==> src/rtl/sd_pkg.sv <==
// sd_pkg: shared arbiter state encoding, SD op-codes and block size.
package sd_pkg;
    typedef enum logic [2:0] {IDLE, ISSUE, WAIT_BUSY, XFER, DONE} arb_state_t;
    localparam logic OP_READ     = 1'b0;
    localparam logic OP_WRITE    = 1'b1;
    localparam int   BLOCK_BYTES = 512;
endpackage

==> src/rtl/sd_block_arbiter_if.sv <==
// sd_block_arbiter_if: bus between the block arbiter and the SD controller.
//   master (arbiter): drives sd_execute, sd_op_code, sd_block_address, sd_outgoing_byte;
//                     receives sd_incoming_byte, sd_finished_byte, sd_finished_block, sd_busy.
//   slave (controller): the mirror image.
interface sd_block_arbiter_if;
    logic        sd_execute;
    logic        sd_op_code;
    logic [31:0] sd_block_address;
    logic [7:0]  sd_outgoing_byte;
    logic [7:0]  sd_incoming_byte;
    logic        sd_finished_byte;
    logic        sd_finished_block;
    logic        sd_busy;
    modport master (
        output sd_execute, sd_op_code, sd_block_address, sd_outgoing_byte,
        input  sd_incoming_byte, sd_finished_byte, sd_finished_block, sd_busy
    );
    modport slave (
        input  sd_execute, sd_op_code, sd_block_address, sd_outgoing_byte,
        output sd_incoming_byte, sd_finished_byte, sd_finished_block, sd_busy
    );
endinterface

==> src/rtl/sd_req_slot.sv <==
// sd_req_slot: pending-request latch, busy flag and sticky error for one requester.
//   clk/rst: falling-edge clock, async active-high reset.
//   execute/op_code/block_address: request pulse and its parameters.
//   release_slot: transaction finished or aborted; set_error: mark it failed.
//   busy/error/lat_op/lat_address: slot state towards requester and arbiter.
module sd_req_slot (
    input  logic        clk,
    input  logic        rst,
    input  logic        execute,
    input  logic        op_code,
    input  logic [31:0] block_address,
    input  logic        release_slot,
    input  logic        set_error,
    output logic        busy,
    output logic        error,
    output logic        lat_op,
    output logic [31:0] lat_address
);
    // a request arriving on the edge that frees the slot is taken, not dropped
    logic accept;
    assign accept = execute && (!busy || release_slot);
    always_ff @(negedge clk or posedge rst) begin
        if (rst) begin
            busy        <= 1'b0;
            error       <= 1'b0;
            lat_op      <= 1'b0;
            lat_address <= '0;
        end else begin
            busy  <= accept || (busy && !release_slot);
            // a failure reported on the same edge as a new accept stays visible
            error <= set_error || (error && !accept);
            if (accept) begin
                lat_op      <= op_code;
                lat_address <= block_address;
            end
        end
    end
endmodule

==> src/rtl/sd_block_arbiter.sv <==
// sd_block_arbiter: round-robin arbiter sharing one SD controller between two requesters.
//   clk/rst: falling-edge clock, async active-high reset; sd_ready: card init complete.
//   rN_*: per-requester request inputs and busy/strobe/error outputs.
//   incoming_byte: read data, valid with the granted rN_finished_byte.
//   sd: master side of the SD controller bus.
module sd_block_arbiter
    import sd_pkg::*;
#(
    parameter logic [23:0] WDOG_CYCLES = 24'd12_000_000
) (
    input  logic        clk,
    input  logic        rst,
    input  logic        sd_ready,
    input  logic        r0_execute,
    input  logic        r0_op_code,
    input  logic [31:0] r0_block_address,
    input  logic [7:0]  r0_outgoing_byte,
    output logic        r0_busy,
    output logic        r0_finished_byte,
    output logic        r0_finished_block,
    output logic        r0_error,
    input  logic        r1_execute,
    input  logic        r1_op_code,
    input  logic [31:0] r1_block_address,
    input  logic [7:0]  r1_outgoing_byte,
    output logic        r1_busy,
    output logic        r1_finished_byte,
    output logic        r1_finished_block,
    output logic        r1_error,
    output logic [7:0]  incoming_byte,
    sd_block_arbiter_if.master sd
);
    arb_state_t  state, state_n;
    logic        gnt, gnt_n, last;
    logic [9:0]  byte_cnt;
    logic [23:0] wdog;
    logic [1:0]  busy, error, lat_op, sel, rel, set_err, fin;
    logic [31:0] lat_addr [2];
    logic        sd_op;
    logic [31:0] sd_addr;
    logic        xfer, wdog_hit, blk_ok;

    sd_req_slot u_slot0 (
        .clk(clk), .rst(rst), .execute(r0_execute), .op_code(r0_op_code),
        .block_address(r0_block_address), .release_slot(rel[0]), .set_error(set_err[0]),
        .busy(busy[0]), .error(error[0]), .lat_op(lat_op[0]), .lat_address(lat_addr[0])
    );
    sd_req_slot u_slot1 (
        .clk(clk), .rst(rst), .execute(r1_execute), .op_code(r1_op_code),
        .block_address(r1_block_address), .release_slot(rel[1]), .set_error(set_err[1]),
        .busy(busy[1]), .error(error[1]), .lat_op(lat_op[1]), .lat_address(lat_addr[1])
    );

    assign xfer     = state == XFER;
    assign wdog_hit = state != IDLE && wdog == WDOG_CYCLES - 24'd1;
    assign blk_ok   = byte_cnt == 10'(BLOCK_BYTES);
    // one-hot of the held grant; empty while idle so nothing leaks to either requester
    assign sel      = {gnt, !gnt} & {2{state != IDLE}};
    assign rel      = sel & {2{(state == DONE && !sd.sd_busy) || wdog_hit}};
    assign set_err  = sel & {2{(xfer && sd.sd_finished_block && !blk_ok) || wdog_hit}};

    always_comb begin
        state_n = state;
        gnt_n   = gnt;
        unique case (state)
            IDLE: if (sd_ready && |busy) begin
                state_n = ISSUE;
                gnt_n   = &busy ? !last : busy[1];
            end
            ISSUE:     state_n = WAIT_BUSY;
            WAIT_BUSY: state_n = sd.sd_busy ? XFER : WAIT_BUSY;
            XFER:      state_n = sd.sd_finished_block ? DONE : XFER;
            DONE:      state_n = sd.sd_busy ? DONE : IDLE;
            default:   state_n = IDLE;
        endcase
        if (wdog_hit) state_n = IDLE;
    end

    always_ff @(negedge clk or posedge rst) begin
        if (rst) begin
            state    <= IDLE;
            gnt      <= 1'b0;
            last     <= 1'b1;
            byte_cnt <= '0;
            wdog     <= '0;
            fin      <= '0;
            sd_op    <= 1'b0;
            sd_addr  <= '0;
        end else begin
            state    <= state_n;
            gnt      <= gnt_n;
            last     <= |rel ? gnt : last;
            byte_cnt <= state == ISSUE ? '0 : xfer && sd.sd_finished_byte ? byte_cnt + 10'd1 : byte_cnt;
            wdog     <= state == IDLE ? '0 : wdog + 24'd1;
            // registered so the strobe lands in the first DONE cycle as a clean pulse
            fin      <= sel & {2{xfer && sd.sd_finished_block && blk_ok}};
            if (state == IDLE && state_n == ISSUE) begin
                sd_op   <= lat_op[gnt_n];
                sd_addr <= lat_addr[gnt_n];
            end
        end
    end

    assign sd.sd_execute       = state == ISSUE;
    assign sd.sd_op_code       = sd_op;
    assign sd.sd_block_address = sd_addr;
    assign sd.sd_outgoing_byte = state == IDLE ? 8'h00 : gnt ? r1_outgoing_byte : r0_outgoing_byte;
    assign incoming_byte       = xfer ? sd.sd_incoming_byte : 8'h00;
    assign {r1_finished_byte, r0_finished_byte}   = sel & {2{xfer && sd.sd_finished_byte}};
    assign {r1_finished_block, r0_finished_block} = fin;
    assign {r1_busy, r0_busy}   = busy;
    assign {r1_error, r0_error} = error;
endmodule

==> src/flat_wrapper.sv <==
// flat-port wrapper written by rule: the top's interface ports become plain ports
module sd_block_arbiter_flat import sd_pkg::*;
#(
    parameter logic [23:0] WDOG_CYCLES = 24'd12_000_000
)
  (clk, rst, sd_ready, r0_execute, r0_op_code, r0_block_address, r0_outgoing_byte, r0_busy, r0_finished_byte, r0_finished_block, r0_error, r1_execute, r1_op_code, r1_block_address, r1_outgoing_byte, r1_busy, r1_finished_byte, r1_finished_block, r1_error, incoming_byte, sd_sd_execute, sd_sd_op_code, sd_sd_block_address, sd_sd_outgoing_byte, sd_sd_incoming_byte, sd_sd_finished_byte, sd_sd_finished_block, sd_sd_busy);
  sd_block_arbiter_if sd_i ();
  input  logic clk;
  input  logic rst;
  input  logic sd_ready;
  input  logic r0_execute;
  input  logic r0_op_code;
  input  logic [31:0] r0_block_address;
  input  logic [7:0] r0_outgoing_byte;
  output logic r0_busy;
  output logic r0_finished_byte;
  output logic r0_finished_block;
  output logic r0_error;
  input  logic r1_execute;
  input  logic r1_op_code;
  input  logic [31:0] r1_block_address;
  input  logic [7:0] r1_outgoing_byte;
  output logic r1_busy;
  output logic r1_finished_byte;
  output logic r1_finished_block;
  output logic r1_error;
  output logic [7:0] incoming_byte;
  output wire logic [$bits(sd_i.sd_execute)-1:0] sd_sd_execute;
  output wire logic [$bits(sd_i.sd_op_code)-1:0] sd_sd_op_code;
  output wire logic [$bits(sd_i.sd_block_address)-1:0] sd_sd_block_address;
  output wire logic [$bits(sd_i.sd_outgoing_byte)-1:0] sd_sd_outgoing_byte;
  input wire logic [$bits(sd_i.sd_incoming_byte)-1:0] sd_sd_incoming_byte;
  input wire logic [$bits(sd_i.sd_finished_byte)-1:0] sd_sd_finished_byte;
  input wire logic [$bits(sd_i.sd_finished_block)-1:0] sd_sd_finished_block;
  input wire logic [$bits(sd_i.sd_busy)-1:0] sd_sd_busy;
  assign sd_sd_execute = sd_i.sd_execute;
  assign sd_sd_op_code = sd_i.sd_op_code;
  assign sd_sd_block_address = sd_i.sd_block_address;
  assign sd_sd_outgoing_byte = sd_i.sd_outgoing_byte;
  assign sd_i.sd_incoming_byte = sd_sd_incoming_byte;
  assign sd_i.sd_finished_byte = sd_sd_finished_byte;
  assign sd_i.sd_finished_block = sd_sd_finished_block;
  assign sd_i.sd_busy = sd_sd_busy;
  sd_block_arbiter #(.WDOG_CYCLES(WDOG_CYCLES)) u_core (.clk(clk), .rst(rst), .sd_ready(sd_ready), .r0_execute(r0_execute), .r0_op_code(r0_op_code), .r0_block_address(r0_block_address), .r0_outgoing_byte(r0_outgoing_byte), .r0_busy(r0_busy), .r0_finished_byte(r0_finished_byte), .r0_finished_block(r0_finished_block), .r0_error(r0_error), .r1_execute(r1_execute), .r1_op_code(r1_op_code), .r1_block_address(r1_block_address), .r1_outgoing_byte(r1_outgoing_byte), .r1_busy(r1_busy), .r1_finished_byte(r1_finished_byte), .r1_finished_block(r1_finished_block), .r1_error(r1_error), .incoming_byte(incoming_byte), .sd(sd_i));
endmodule
==> config.mk <==
export PLATFORM = sky130hd
export DESIGN_NAME = sd_block_arbiter_flat
export DESIGN_NICKNAME = d
export VERILOG_FILES = /design/src/rtl/sd_pkg.sv /design/src/rtl/sd_block_arbiter_if.sv /design/src/rtl/sd_req_slot.sv /design/src/rtl/sd_block_arbiter.sv /design/src/flat_wrapper.sv
export SDC_FILE = /design/constraint.sdc
export NUM_CORES = 1
export LEC_CHECK = 0
export ABC_AREA = 0
export BUFFER_PORTS_ARGS = -buffer_cell sky130_fd_sc_hd__buf_4
export CAP_MARGIN = 20
export CELL_PAD_IN_SITES_DETAIL_PLACEMENT = 1
export CELL_PAD_IN_SITES_GLOBAL_PLACEMENT = 2
export CORE_ASPECT_RATIO = 0.7
export CORE_MARGIN = 2
export CORE_UTILIZATION = 36
export DETAILED_ROUTE_END_ITERATION = 10
export PLACE_DENSITY_LB_ADDON = 0.1
export SETUP_SLACK_MARGIN = 0.15
export SLEW_MARGIN = 25
export SYNTH_ARGS = -nofsm -noshare
export SYNTH_HDL_FRONTEND = slang
export SYNTH_SLANG_ARGS = --single-unit
==> constraint.sdc <==
create_clock -name clk -period 10.1 [get_ports clk]
set_input_delay 2.02 -clock clk [delete_from_list [all_inputs] [get_ports clk]]
set_output_delay 2.02 -clock clk [all_outputs]
set_load 0.05 [all_outputs]
==> results by group, run 1 <==
Routing
  • Residual DRC: 0
  • Metal1 wirelength: 9220 um
  • Max Used Layer: met4
  • Pre-antenna DRT Iters: 4
  • DR iter-0 viols: 243
  • Via count: 5333
  • Final ANT Viol Nets: 0
  • Vias per inst: 5.20
  • Met2 Routed Length: 9050 um
  • Metal3 WL: 694 um
  • DR WL/cell: 18.7 um
  • Total Routed Length: 19100 um

Global route
  • Vias in the first global route: 5724
  • Largest net degree at the start of global routing: 88
  • Total congestion overflow: 0
  • First-pass GRT wire length: 31100 um
  • Initial antenna violation count: 1
  • GRT Total Usage: 20.0%

Yosys
  • Ys Warns: 0
  • Synth top area share: 54.1%
  • Post-Syn Area: 6620 um2
  • Syn nets: 733
  • Count leader, synth: dfrtn_1
  • Ys async rst share: 100%
  • Seq/Total Area, Yosys: 54.5%
  • Post-Synthesis Cells: 632
  • Post-synth EDFFs: 0
  • Average size of a mapped cell: 10.5 um2
  • Synth Flop Type: dfrtn_1
  • Synth Register Bits: 144
  • Synth top area cells: dfrtn_1 (54%), mux2_1 (5.8%), a221o_1 (5.0%)
  • Synth area leader: dfrtn_1
  • Post-synth cell types: 50
  • Post-synth top cells: dfrtn_1 (143), nand2_1 (83), nor2_1 (81), and2_1 (42), mux2_1 (34)

CTS
  • CTS Sinks: 144
  • Max Root-Sink Buffers: 2
  • CTS resizes: 0
  • Total CTS buffers: 17
  • CTS tree: yes
  • Clock latency on the worst-skew pair: 0.44 ns
  • Cts hold-fix bufs: 0
  • H-Tree Depth: 4
  • Clk root buf: clkbuf_16
  • Post-CTS setup buffer count: 0
  • CTS clk-pin slew, worst paths: 0.04 ns

Die
  • Core box area: 18000 um2
  • Row Count: 41
  • Die height: 117 um
  • Die W: 166 um
  • IO Pins: 156
  • Initial core utilization: 36.7%
  • Die area: 19500 um2

Setup path
  • Crit. End Element: output pin
  • Reg-to-reg startpoint: u_core.state[0]
  • Worst-path fanout max: 16
  • Setup Crit Path Kind: reg2out
  • Crit path DAT: 7.00 ns
  • Critical path required time: 8.08 ns
  • Crit start category: flip-flop
  • Worst setup path start: u_core.gnt

Cells and area
  • Filler Cell Count: 1977
  • Antenna Cells: 0
  • Final core utilization: 47.9%
  • Layout Nets: 877
  • Area Growth Syn to Fin: 30.3%
  • Layout cells sized above 1: 26.2%

STA
  • RSZ-0062 raised after global routing: no
  • Final setup skew: 0.0514 ns
  • Final setup violation count: 0
  • Max_slew headroom: 30.7%
  • Final Hold Viols: 0
  • TNS Setup: 0 ns
  • Max-slew violations: 0
  • Tightest Pin Transition: 1.04 ns
  • Hold WS: 0.408 ns

Place
  • GP Congestion: 0.779
  • DP HPWL: 13000 um
  • IO Port Bufs: 155

Run
  • Max Cap Viol: 0

Min path
  • HP Class: reg2reg
  • Hold_sp: u_core.wdog[0]

Power
  • Worst vdd ir: 0.198 mV
  • Power Dens Cells: 284 nW/um2
  • Leak pwr: 3.81 nW

Run status
  • Run status: finished clean
[worst max-delay path, cell delays in order (launching register included)]
cell	delay, ns
dfrtn_1	0.87
o31ai_1	0.31
nor2_1	0.15
buf_4	0.21
[power by group]
part           internal, mW  switching [mW]  total, mW
Combinational         0.310           0.608      0.918
Clock                 0.434           0.245      0.679
Sequential            0.743           0.111      0.854
[cell families (layout without fill, tap and decap cells)]
group,after synthesis,count (layout),synth area share [%]
buffers and inverters,50,207,3.74
multiplexers,44,44,7.32
AND/OR/NAND/NOR,274,274,20.0
adder cells (fa/ha/maj),3,3,0.567
XOR/XNOR,26,26,3.44
flip-flops,144,144,54.5
AO/OA/AOI/OAI,91,91,10.4
[routing by layer]
metal / track usage, % / vias up
met5: 0 / -
met2: 31.4 / 103
li1: - / 2494
met4: 4.62 / 0
met1: 28.4 / 2720
met3: 4.49 / 16
[area by class of cell]
| cell class | instances | area (um2) | area share [%] |
|---|---|---|---|
| flip-flops and latches | 144 | 3600 | 41.8 |
| multi-input cells | 438 | 2800 | 32.5 |
| repair buffers | 163 | 1240 | 14.3 |
| clock buffers | 23 | 478 | 5.54 |
| well taps | 236 | 295 | 3.43 |
| clock inverters | 10 | 159 | 1.84 |
| inverters | 11 | 45.0 | 0.522 |
[worst paths after layout]
kind / slack, ns / cells past startpoint / endpoint
max: 1.08 / 3 / r1_finished_byte
min: 0.41 / 1 / u_core.wdog[0]
max reg2reg: 6.79 / 7 / u_core.sd.sd_block_address[31]
min reg2reg: 0.41 / 1 / u_core.wdog[0]
max in group asynchronous: 2.31 / 3 / u_core.last
min in group asynchronous: 6.74 / 2 / u_core.byte_cnt[7]
[cells in the final DEF, fill, tap and decap left out, drive strengths merged, types with 2 or more instances in the layout]
cell	synthesis	routed
or4b	2	2
xor2	12	12
nor3	13	13
or3	6	6
mux2	35	35
xnor2	14	14
inv	12	11
nor2b	4	4
buf	17	163
clkbuf	21	23
o21ai	10	10
nand4	7	7
and2	42	42
and4	3	3
a221o	33	33
clkinv	0	4
nand3	13	13
a21oi	8	8
and3	6	6
dfrtn	143	143
nor4	7	7
bufinv	0	4
nor2	82	82
nand2	83	83
ha	3	3
clkinvlp	0	2
a31oi	33	33
mux2i	9	9
[stage by stage]
stage	total power, mW	cells	setup WS [ns]	area, um2
final	2.45	1025	1.08	8620
after global routing	2.59	1025	0.959	8620
after CTS	2.48	1025	1.06	8620
after detailed placement	1.79	993	0.811	7990
after global placement	1.76	993	0.834	7980
after floorplan	1.49	632	1.05	6620
[sequential cells by signal (all words and copies together) (netlist names)]
| register | cells |
|---|---|
| u_core.sd.sd_block_address | 32 |
| u_core.u_slot1.lat_address | 32 |
| u_core.u_slot0.lat_address | 32 |
| u_core.sd.sd_op_code | 1 |
| u_core.u_slot1.error | 1 |
| u_core.u_slot0.error | 1 |
| u_core.state | 3 |
| u_core.byte_cnt | 10 |
| u_core.gnt | 1 |
| u_core.u_slot0.busy | 1 |
| u_core.fin | 2 |
| u_core.u_slot1.busy | 1 |
| u_core.u_slot1.lat_op | 1 |
| u_core.wdog | 24 |
| u_core.last | 1 |
| u_core.u_slot0.lat_op | 1 |
Note: power is estimated with default switching activity, not from simulation.
==> inputs of run 2 (changes only) <==
- CAP_MARGIN: 20 -> 15
- CORE_UTILIZATION: 36 -> 30
- clock period: 10.1 -> 8.26 ns (I/O delays scaled with it)
==> run 2 against run 1 <==
Against the previous run: sequential power rose by 23%; clock power rose by 26%; worst hold slack improved by 0.0073 ns; clock-buffer cell count fell by 5; sequential share of layout area fell by 0.65 points; final area rose by 1.6%; die area rose by 19%; clock skew fell by 0.0031 ns; sequential cell count did not move; largest power group unchanged.
==> results by group, run 2 (synthesis gave the netlist of run 1 again) <==
Place
  • Placed Instance Area: 8080 um2 (+1.1%)
  • IO Port Bufs: 155 (unchanged)
  • GP Congestion: 0.736 (-5.5%)
  • Dpl ws: 0.463 ns (-0.348 ns)
  • DP HPWL: 13200 um (+1.5%)

Setup path
  • Critical path required time: 6.61 ns (-1.47 ns)
  • Critical path's slowest cell: dfrtn_1
  • Crit. End Element: output pin
  • Max stage delay on crit path: 0.87 ns (about the same)
  • Crit path cell chain: o31ai_1 -> nor2_1 -> buf_4
  • Worst-path fanout max: 16 (unchanged)
  • Setup Crit Path Kind: reg2out
  • Crit path DAT: 6.14 ns (-0.86 ns)
  • Crit start category: flip-flop

STA
  • RSZ-0062 raised after global routing: no
  • Final setup skew: 0.0483 ns (-0.00310 ns)
  • Final Hold Viols: 0 (unchanged)
  • Final setup violation count: 0 (unchanged)
  • Max_slew headroom: 48.1% (+17 points)
  • Max-slew violations: 0 (unchanged)
  • Tightest Pin Transition: 0.778 ns (-0.257 ns)
  • TNS Setup: 0 ns (unchanged)
  • Hold WS: 0.416 ns (+0.00728 ns)
  • PnR worst setup slack: 0.465 ns (-0.615 ns)

Power
  • Power consumption: 3.03 mW (+24%)
  • Register share of total power: 34.5% (-0.4 points)
  • Leak pwr: 3.82 nW (+0.34%)
  • Sw frac: 39.4% (+0.12 points)
  • Switch Pwr: 1.19 mW (+24%)
  • Pint: 1.84 mW (+23%)
  • Clock power share: 28.3% (+0.6 points)
  • Logic pwr share: 37.2% (-0.3 points)
  • Worst vdd ir: 0.163 mV (-18%)
  • Power Dens Cells: 346 nW/um2 (+22%)

CTS
  • CTS clk-pin slew, worst paths: 0.04 ns (about the same)
  • Total CTS buffers: 17 (unchanged)
  • Post-CTS setup buffer count: 0 (unchanged)
  • CTS resizes: 0 (unchanged)
  • H-Tree Depth: 4 (unchanged)
  • Cts hold-fix bufs: 0 (unchanged)
  • CTS Sinks: 144 (unchanged)
  • Max Root-Sink Buffers: 2 (unchanged)
  • CTS tree: yes
  • Clock latency on the worst-skew pair: 0.44 ns (about the same)
  • Clk root buf: clkbuf_16

Routing
  • Total Routed Length: 19600 um (+2.5%)
  • Via count: 5365 (+0.60%)
  • DR iter-0 viols: 256 (+5.3%)
  • Final ANT Viol Nets: 0 (unchanged)
  • Vias per inst: 5.00 (-3.8%)
  • DR WL/cell: 18.3 um (-2.0%)
  • Residual DRC: 0 (unchanged)
  • Pre-antenna DRT Iters: 5 (+1)

Global route
  • Vias in the first global route: 5708 (-0.28%)
  • GRT Total Usage: 17.7% (-2.3 points)
  • Total congestion overflow: 0 (unchanged)
  • Largest net degree at the start of global routing: 63 (-28%)
  • First-pass GRT wire length: 31800 um (+2.1%)
  • Initial antenna violation count: 0 (-1)

Cells and area
  • Antenna Cells: 0 (unchanged)
  • Layout Nets: 878 (+0.11%)
  • Most common cell after layout, fill and taps aside: buf_4
  • Most frequent cells in the layout: buf_4 (159), dfrtn_1 (143), nand2_1 (83), nor2_1 (81), and2_1 (42)
  • Layout cells sized above 1: 26.7% (+0.47 points)
  • Post-route cell area: 8760 um2 (+1.6%)
  • Area Growth Syn to Fin: 32.3%

Run status
  • Run status: finished clean

Run
  • Max Cap Viol: 0 (unchanged)

Die
  • Die area: 23300 um2 (+19%)
  • Core box area: 21700 um2 (+20%)
  • Die W: 182 um (+9.3%)
  • IO Pins: 156 (unchanged)
  • Initial core utilization: 30.5% (-6.2 points)
  • Row Count: 45 (+9.8%)
  • Die height: 128 um (+9.2%)

Min path
  • HP Class: reg2reg
[run 2: path summary, 6_finish.rpt]
kind                            depth (start not counted)  slack, ns                             to            start
worst max-delay path                                    3       0.47               r1_finished_byte       u_core.gnt
worst max register to register                          7       5.40  u_core.u_slot1.lat_address[1]  u_core.state[0]
worst min-delay path                                    1       0.42                 u_core.wdog[0]   u_core.wdog[0]
worst min register to register                          1       0.42                 u_core.wdog[0]   u_core.wdog[0]
max in group asynchronous                               3       2.02                    u_core.last              rst
min in group asynchronous                               2       5.39             u_core.byte_cnt[5]              rst
[run 2: critical path, delay by kind of cell (launching register included)]
family	cells	cell delay [ns]
buffers and inverters	1	0.22
and+or+nand+nor	1	0.17
DFF	1	0.87
AOI/OAI and AO/OA	1	0.35
[run 2: final cells by class]
class                      count  area [um2]
tap                          282         353
clock buffer                  18         439
multi-input combinational    438        2800
sequential                   144        3600
timing repair buffer         164        1300
inverter                      11        45.0
fill                        2389       12900
clock inverter                15         218
[run 2: metrics by stage]
stage	std cells	util, %
final	1072	40.4
after global routing	1072	40.4
after CTS	1071	40.3
after detailed placement	1039	37.3
after global placement	1039	37.3
after floorplan	632	-
[run 2: power by group through the flow]
stage | logic [mW] | clock network [mW] | registers (mW)
after floorplan | 0.591 | 0.00151 | 1.23
after global placement | 1.12 | 0.00151 | 1.05
after detailed placement | 1.14 | 0.00151 | 1.06
after CTS | 1.15 | 0.883 | 1.05
after global routing | 1.23 | 0.917 | 1.08
final | 1.13 | 0.858 | 1.05
[run 2: layer usage]
| metal | global-route usage [%] | wire length (um) |
|---|---|---|
| met3 | 4.60 | 964 |
| met2 | 26.8 | 8820 |
| met4 | 4.97 | 178 |
| met5 | 0 | 0 |
| met1 | 25.2 | 9660 |
